[config.mk]
export PLATFORM = sky130hd
export DESIGN_NAME = note_stream_reader_flat
export DESIGN_NICKNAME = d
export VERILOG_FILES = /design/src/rtl/note_stream_reader_if.sv /design/src/rtl/note_stream_reader.sv /design/src/flat_wrapper.sv
export SDC_FILE = /design/constraint.sdc
export NUM_CORES = 1
export LEC_CHECK = 0
export CAP_MARGIN = 10
export CORE_MARGIN = 2
export CORE_UTILIZATION = 40
export DETAILED_ROUTE_END_ITERATION = 8
export SLEW_MARGIN = 20
export SYNTH_ARGS = -nofsm -noshare
export SYNTH_HDL_FRONTEND = slang
export SYNTH_SLANG_ARGS = --single-unit
export TNS_END_PERCENT = 10
[constraint.sdc]
create_clock -name clk -period 4.03 [get_ports clk]
set_input_delay 0.403 -clock clk [delete_from_list [all_inputs] [get_ports clk]]
set_output_delay 0.403 -clock clk [all_outputs]
set_load 0.01 [all_outputs]
[src/rtl/note_stream_reader_if.sv]
// Avalon-MM read bus plus valid/ready output stream used by note_stream_reader.
interface note_stream_reader_if #(
  parameter int ADDR_W = 14
);
  logic [ADDR_W-1:0] avm_address;
  logic              avm_read;
  logic [3:0]        avm_byteenable;
  logic              avm_waitrequest;
  logic [31:0]       avm_readdata;
  logic              avm_readdatavalid;
  logic [31:0]       out_data;
  logic              out_valid;
  logic              out_ready;

  modport master (
    output avm_address, avm_read, avm_byteenable, out_data, out_valid,
    input  avm_waitrequest, avm_readdata, avm_readdatavalid, out_ready
  );

  modport slave (
    input  avm_address, avm_read, avm_byteenable, out_data, out_valid,
    output avm_waitrequest, avm_readdata, avm_readdatavalid, out_ready
  );
endinterface

[src/rtl/note_stream_reader.sv]
// Avalon-MM read master streaming a word block from RAM through a first-word
// fall-through FIFO, with credit-bounded pipelined reads and abort/flush.
module note_stream_reader #(
  parameter int ADDR_W      = 14,
  parameter int FIFO_DEPTH  = 8,
  parameter int MAX_PENDING = 4,
  parameter int CNT_W       = 13
) (
  input  logic                 clk,
  input  logic                 reset_n,
  input  logic                 start,
  input  logic                 abort,
  input  logic [ADDR_W-1:0]    base_addr,
  input  logic [CNT_W-1:0]     word_count,
  output logic                 busy,
  output logic                 done,
  note_stream_reader_if.master bus
);
  localparam int PTR_W  = $clog2(FIFO_DEPTH);
  localparam int FCNT_W = PTR_W + 1;
  localparam int PEND_W = $clog2(MAX_PENDING + 1);
  localparam int SUM_W  = FCNT_W + PEND_W;

  localparam logic [1:0] S_IDLE  = 2'd0;
  localparam logic [1:0] S_ISSUE = 2'd1;
  localparam logic [1:0] S_DRAIN = 2'd2;
  localparam logic [1:0] S_DONE  = 2'd3;

  logic [1:0]        state_q, state_d;
  logic [ADDR_W-1:0] addr_q, addr_d;
  logic [CNT_W-1:0]  rem_q, rem_d;
  logic [PEND_W-1:0] pend_q, pend_d;
  logic [FCNT_W-1:0] fcnt_q, fcnt_d;
  logic [PTR_W-1:0]  wr_ptr_q, wr_ptr_d, rd_ptr_q, rd_ptr_d;
  logic [31:0]       mem_q [FIFO_DEPTH];
  logic [31:0]       mem_d [FIFO_DEPTH];
  logic              read_q, read_d, discard_q, discard_d;
  logic              busy_q, busy_d, done_q, done_d;
  logic              accept_s, stalled_s, abort_s, rdv_s, push_s, pop_s;
  logic              unused_s;

  assign unused_s = ^base_addr[1:0];

  // Handshake decode, outstanding-read credit and FIFO bookkeeping.
  always_comb begin
    accept_s  = read_q & ~bus.avm_waitrequest;
    stalled_s = read_q & bus.avm_waitrequest;
    abort_s   = abort & ((state_q == S_ISSUE) | (state_q == S_DRAIN));
    rdv_s     = bus.avm_readdatavalid & (pend_q != PEND_W'(0));
    pop_s     = (fcnt_q != FCNT_W'(0)) & bus.out_ready;
    // Data returning for reads outstanding at abort time is dropped.
    push_s    = rdv_s & ~discard_q & ~abort_s &
                ((fcnt_q != FCNT_W'(FIFO_DEPTH)) | pop_s);
    pend_d    = pend_q + PEND_W'(accept_s) - PEND_W'(rdv_s);
    mem_d     = mem_q;
    wr_ptr_d  = wr_ptr_q;
    rd_ptr_d  = rd_ptr_q;
    fcnt_d    = fcnt_q;
    if (abort_s) begin
      wr_ptr_d = PTR_W'(0);
      rd_ptr_d = PTR_W'(0);
      fcnt_d   = FCNT_W'(0);
    end else begin
      if (push_s) begin
        mem_d[wr_ptr_q] = bus.avm_readdata;
        wr_ptr_d        = wr_ptr_q + PTR_W'(1);
      end else begin
        wr_ptr_d = wr_ptr_q;
      end
      if (pop_s) begin
        rd_ptr_d = rd_ptr_q + PTR_W'(1);
      end else begin
        rd_ptr_d = rd_ptr_q;
      end
      fcnt_d = fcnt_q + FCNT_W'(push_s) - FCNT_W'(pop_s);
    end
  end

  // Transfer sequencing and lookahead of the registered read request.
  always_comb begin
    state_d   = state_q;
    rem_d     = rem_q;
    discard_d = discard_q;
    if (accept_s) begin
      addr_d = addr_q + ADDR_W'(4);
    end else begin
      addr_d = addr_q;
    end
    case (state_q)
      S_IDLE: begin
        if (start) begin
          addr_d    = {base_addr[ADDR_W-1:2], 2'b00};
          rem_d     = word_count;
          discard_d = 1'b0;
          state_d   = (word_count == CNT_W'(0)) ? S_DONE : S_ISSUE;
        end else begin
          state_d = S_IDLE;
        end
      end
      S_ISSUE: begin
        if (abort_s) begin
          rem_d     = CNT_W'(0);
          discard_d = 1'b1;
          state_d   = S_DRAIN;
        end else begin
          if (accept_s && (rem_q != CNT_W'(0))) begin
            rem_d = rem_q - CNT_W'(1);
          end else begin
            rem_d = rem_q;
          end
          state_d = (rem_d == CNT_W'(0)) ? S_DRAIN : S_ISSUE;
        end
      end
      S_DRAIN: begin
        if (abort_s) begin
          discard_d = 1'b1;
        end else begin
          discard_d = discard_q;
        end
        if ((pend_q == PEND_W'(0)) && (fcnt_q == FCNT_W'(0)) && !read_q) begin
          state_d = S_DONE;
        end else begin
          state_d = S_DRAIN;
        end
      end
      S_DONE: begin
        state_d   = S_IDLE;
        discard_d = 1'b0;
      end
      default: begin
        state_d = S_IDLE;
      end
    endcase
    // A stalled request is held regardless of abort; otherwise issue on credit.
    if (stalled_s) begin
      read_d = 1'b1;
    end else begin
      read_d = (state_d == S_ISSUE) && (rem_d != CNT_W'(0)) &&
               ((SUM_W'(pend_d) + SUM_W'(fcnt_d)) < SUM_W'(FIFO_DEPTH)) &&
               (pend_d < PEND_W'(MAX_PENDING));
    end
    busy_d = (state_d != S_IDLE);
    done_d = (state_q == S_DONE);
  end

  // State, counters and FIFO storage.
  always_ff @(posedge clk or negedge reset_n) begin
    if (!reset_n) begin
      state_q   <= S_IDLE;
      addr_q    <= ADDR_W'(0);
      rem_q     <= CNT_W'(0);
      pend_q    <= PEND_W'(0);
      fcnt_q    <= FCNT_W'(0);
      wr_ptr_q  <= PTR_W'(0);
      rd_ptr_q  <= PTR_W'(0);
      read_q    <= 1'b0;
      discard_q <= 1'b0;
      busy_q    <= 1'b0;
      done_q    <= 1'b0;
      for (int i = 0; i < FIFO_DEPTH; i++) begin
        mem_q[i] <= 32'd0;
      end
    end else begin
      state_q   <= state_d;
      addr_q    <= addr_d;
      rem_q     <= rem_d;
      pend_q    <= pend_d;
      fcnt_q    <= fcnt_d;
      wr_ptr_q  <= wr_ptr_d;
      rd_ptr_q  <= rd_ptr_d;
      read_q    <= read_d;
      discard_q <= discard_d;
      busy_q    <= busy_d;
      done_q    <= done_d;
      mem_q     <= mem_d;
    end
  end

  assign bus.avm_address    = addr_q;
  assign bus.avm_read       = read_q;
  assign bus.avm_byteenable = 4'b1111;
  assign bus.out_valid      = (fcnt_q != FCNT_W'(0));
  assign bus.out_data       = mem_q[rd_ptr_q];
  assign busy               = busy_q;
  assign done               = done_q;
endmodule

[src/flat_wrapper.sv]
// flat-port wrapper written by rule: the top's interface ports become plain ports
module note_stream_reader_flat 
#(
  parameter int ADDR_W      = 14,
  parameter int FIFO_DEPTH  = 8,
  parameter int MAX_PENDING = 4,
  parameter int CNT_W       = 13
)
  (clk, reset_n, start, abort, base_addr, word_count, busy, done, bus_avm_address, bus_avm_read, bus_avm_byteenable, bus_out_data, bus_out_valid, bus_avm_waitrequest, bus_avm_readdata, bus_avm_readdatavalid, bus_out_ready);
  note_stream_reader_if #(.ADDR_W(ADDR_W)) bus_i ();
  input  logic clk;
  input  logic reset_n;
  input  logic start;
  input  logic abort;
  input  logic [ADDR_W-1:0] base_addr;
  input  logic [CNT_W-1:0] word_count;
  output logic busy;
  output logic done;
  output wire logic [$bits(bus_i.avm_address)-1:0] bus_avm_address;
  output wire logic [$bits(bus_i.avm_read)-1:0] bus_avm_read;
  output wire logic [$bits(bus_i.avm_byteenable)-1:0] bus_avm_byteenable;
  output wire logic [$bits(bus_i.out_data)-1:0] bus_out_data;
  output wire logic [$bits(bus_i.out_valid)-1:0] bus_out_valid;
  input wire logic [$bits(bus_i.avm_waitrequest)-1:0] bus_avm_waitrequest;
  input wire logic [$bits(bus_i.avm_readdata)-1:0] bus_avm_readdata;
  input wire logic [$bits(bus_i.avm_readdatavalid)-1:0] bus_avm_readdatavalid;
  input wire logic [$bits(bus_i.out_ready)-1:0] bus_out_ready;
  assign bus_avm_address = bus_i.avm_address;
  assign bus_avm_read = bus_i.avm_read;
  assign bus_avm_byteenable = bus_i.avm_byteenable;
  assign bus_out_data = bus_i.out_data;
  assign bus_out_valid = bus_i.out_valid;
  assign bus_i.avm_waitrequest = bus_avm_waitrequest;
  assign bus_i.avm_readdata = bus_avm_readdata;
  assign bus_i.avm_readdatavalid = bus_avm_readdatavalid;
  assign bus_i.out_ready = bus_out_ready;
  note_stream_reader #(.ADDR_W(ADDR_W), .FIFO_DEPTH(FIFO_DEPTH), .MAX_PENDING(MAX_PENDING), .CNT_W(CNT_W)) u_core (.clk(clk), .reset_n(reset_n), .start(start), .abort(abort), .base_addr(base_addr), .word_count(word_count), .busy(busy), .done(done), .bus(bus_i));
endmodule
==> reports/results.ini <==
[final_layout]
area_growth_pct = 20.1
layout_commonest_cell = dfrtp_1
final_cell_mix = dfrtp_1, mux2_2, clkdlybuf4s50_1
layout.nets = 1186
design_area_um2 = 17200
drive_above_1_share = 0.416
antenna_cells = 0

[sta]
period_share = 0.861
fmax_mhz = 288
rsz0062_at_grt = no
slew_headroom = 0.346
drv_slew = 0
fin_skew_ns = 0.0112
period_needed_ns = 3.47
fin_setup_tns_ns = 0
hold_viol = 0
finalSetupViolations = 0
tightest_slew_ns = 0.980

[worst_setup_path]
critPathKind = flop to flop
start_kind = flop
crit_fanout = 8
cp.arrival_ns = 3.87
required_ns = 4.43
critPathCaptureType = flop

[pwr]
p_comb_frac = 0.390
p_switching_w = 0.00401
total_power_w = 0.0129
clkPwrFrac = 0.237
p_int_w = 0.00889
swShare = 0.311
peakVddDrop_v = 0.000424
sequentialPowerShare = 0.373
leakage_nw = 7.60
power_density_nw_per_um2 = 751

[place]
gp_congestion = 0.797
post_dp_cell_area_um2 = 16000
dp_hpwl_um = 19100
portBuffers = 111

[clocking]
cts_tree = yes
numCtsBuffers = 35
clock_latency_ns = 0.50
htreeDepth = 2
clockBufferDepth = 3
cts_setup_buffers = 0
cts_root_buf = clkbuf_16
cts.clk_slew.worst_paths_ns = 0.05
clkSinkCount = 300

[status]
outcome = complete, no violations

[global_routing]
grt_use_total = 0.176
grt_pass1_vias = 8919
grt_overflow = 0
grt_antenna_before_repair = 1
grt_pass1_wl_um = 50700
grt_max_degree = 99

[floorplan]
core_um2 = 35400
ios = 120
die_y_um = 193
die-area_um2 = 37300
fp.dieW_um = 193
start_util = 0.404
rows = 69

[detailed_routing]
wl_um = 31700
antenna_left = 0
drc = 0
first_pass_iters = 6
drt_iter0_markers = 435
num_vias = 8417
wl_per_cell_um = 20.0
viasPerCell = 5.31

[synthesis]
synthesis.instances = 977
synth.distinct_cells = 68
ys.flop_type = dfrtp_1
syn_area_per_cell_um2 = 14.6
synth_area_um2 = 14300
ys_seq_elements = 300
synth_enable_flop_cells = 0
yosys_warnings = 0
ys_seq_area_frac = 0.525
async_reset_ff_frac = 1.00

[min_path]
hold_class = input port to flop

[job]
maxCapViolCount = 0

## final timing paths
kind	endpoint	from	depth (start not counted)	slack (ns)
hold / removal	u_core.bus.avm_address[2]$_DFF_PN0_	base_addr[2]	3	0.45
min in group asynchronous	u_core.rem_q[6]$_DFF_PN0_	reset_n	2	0.52
hold reg to reg	u_core.mem_q[233]$_DFFE_PN0P_	u_core.mem_q[233]$_DFFE_PN0P_	1	0.49
setup / recovery	u_core.bus.avm_read$_DFF_PN0_	u_core.state_q[0]$_DFF_PN0_	13	0.56
setup reg to reg	u_core.bus.avm_read$_DFF_PN0_	u_core.state_q[0]$_DFF_PN0_	13	0.56
max in group asynchronous	u_core.mem_q[36]$_DFFE_PN0P_	reset_n	3	2.54
## worst max-delay path: stages, from the launching register on
cell	delay, ns
dfrtp_1	0.38
inv_1	0.07
ha_1	0.33
and2_1	0.26
nor2_1	0.13
nand2_1	0.08
a31oi_2	0.20
ha_1	0.21
fa_1	0.42
and2_1	0.16
ha_1	0.28
a31o_2	0.23
a2111o_1	0.41
o41ai_2	0.18
## cells by family after synthesis
| kind of cell | count (synthesis) | synth area share |
|---|---|---|
| flops | 300 | 0.525 |
| xor+xnor | 23 | 0.0141 |
| mux | 363 | 0.336 |
| compound gates | 63 | 0.0302 |
| fa+ha+maj | 21 | 0.0194 |
| buf+inv | 82 | 0.0263 |
| other cells | 2 | 0.000525 |
| simple gates | 123 | 0.0485 |
## power groups by stage
stage	logic (W)	clock network (W)	registers, W
after floorplan	0.00349	0	0.00455
after global placement	0.00504	0	0.00482
after detailed placement	0.00510	0	0.00486
after CTS	0.00512	0.00316	0.00482
after global routing	0.00551	0.00329	0.00497
final	0.00503	0.00306	0.00481
## per-stage QoR
step / setup slack [ns] / cells / util / hold slack [ns]
after floorplan: 0.657 / 981 / - / 0.107
after global placement: 0.496 / 1522 / 0.453 / 0.476
after detailed placement: 0.442 / 1522 / 0.453 / 0.479
after CTS: 0.536 / 1584 / 0.485 / 0.428
after global routing: 0.368 / 1584 / 0.485 / 0.449
final: 0.560 / 1584 / 0.485 / 0.450
## registers in the layout (all words and copies together) (netlist names), 2 cells and up
signal,count
u_core.rem_q,13
u_core.mem_q,256
u_core.pend_q,3
u_core.bus.avm_address,12
u_core.fcnt_q,4
u_core.wr_ptr_q,3
u_core.rd_ptr_q,3
u_core.state_q,2
## timing repair
item                      in CTS  in global routing
hold buffers                   1                  0
resized for setup              0                  0
hold endpoints to repair      50                  0
## Yosys cell counts, types with 2 or more instances
| cell type | number | area [µm²] |
|---|---|---|
| and3_1 | 7 | 43.8 |
| nor3b_2 | 2 | 25.0 |
| o21ai_0 | 22 | 110 |
| buf_4 | 8 | 60.1 |
| mux2_2 | 295 | 3320 |
| conb_1 | 2 | 7.51 |
| mux4_2 | 64 | 1440 |
| nor2b_1 | 5 | 31.3 |
| a21oi_1 | 11 | 55.1 |
| o21ai_1 | 2 | 10.0 |
| xor2_1 | 12 | 105 |
| buf_2 | 25 | 125 |
| nand2_1 | 42 | 158 |
| nor4_1 | 7 | 43.8 |
| and2_1 | 5 | 31.3 |
| nor2_1 | 17 | 63.8 |
| nor3_1 | 4 | 20.0 |
| clkbuf_1 | 21 | 78.8 |
| a221o_1 | 2 | 20.0 |
| nand3_1 | 9 | 45.0 |
| dfrtp_1 | 300 | 7510 |
| and4_1 | 3 | 26.3 |
| nand3b_1 | 2 | 15.0 |
| fa_1 | 2 | 40.0 |
| xnor2_1 | 11 | 96.3 |
| inv_1 | 21 | 78.8 |
| nand2b_1 | 3 | 18.8 |
| or4_1 | 2 | 15.0 |
| nor4_4 | 2 | 42.5 |
| mux2i_1 | 3 | 30.0 |
| a22oi_1 | 5 | 37.5 |
| ha_1 | 19 | 238 |
| buf_1 | 6 | 22.5 |
| nand4_1 | 2 | 12.5 |
## layout make-up
| class | instances | area [µm²] |
|---|---|---|
| sequential | 300 | 7510 |
| clock buffer | 55 | 1090 |
| clock inverter | 6 | 30.0 |
| timing repair buffer | 142 | 1430 |
| tap | 461 | 577 |
| inverter | 21 | 78.8 |
| multi-input combinational | 599 | 6460 |
| fill | 3114 | 18200 |
## layer usage
metal  vias up  GRT usage  share of wire
met5         -          0        0.00041
met4         2     0.0475          0.021
met3        50     0.0266          0.032
met2       142      0.280           0.47
met1      4369      0.251           0.48
li1       3854          -              -
Power figures use the tool's default switching activity.
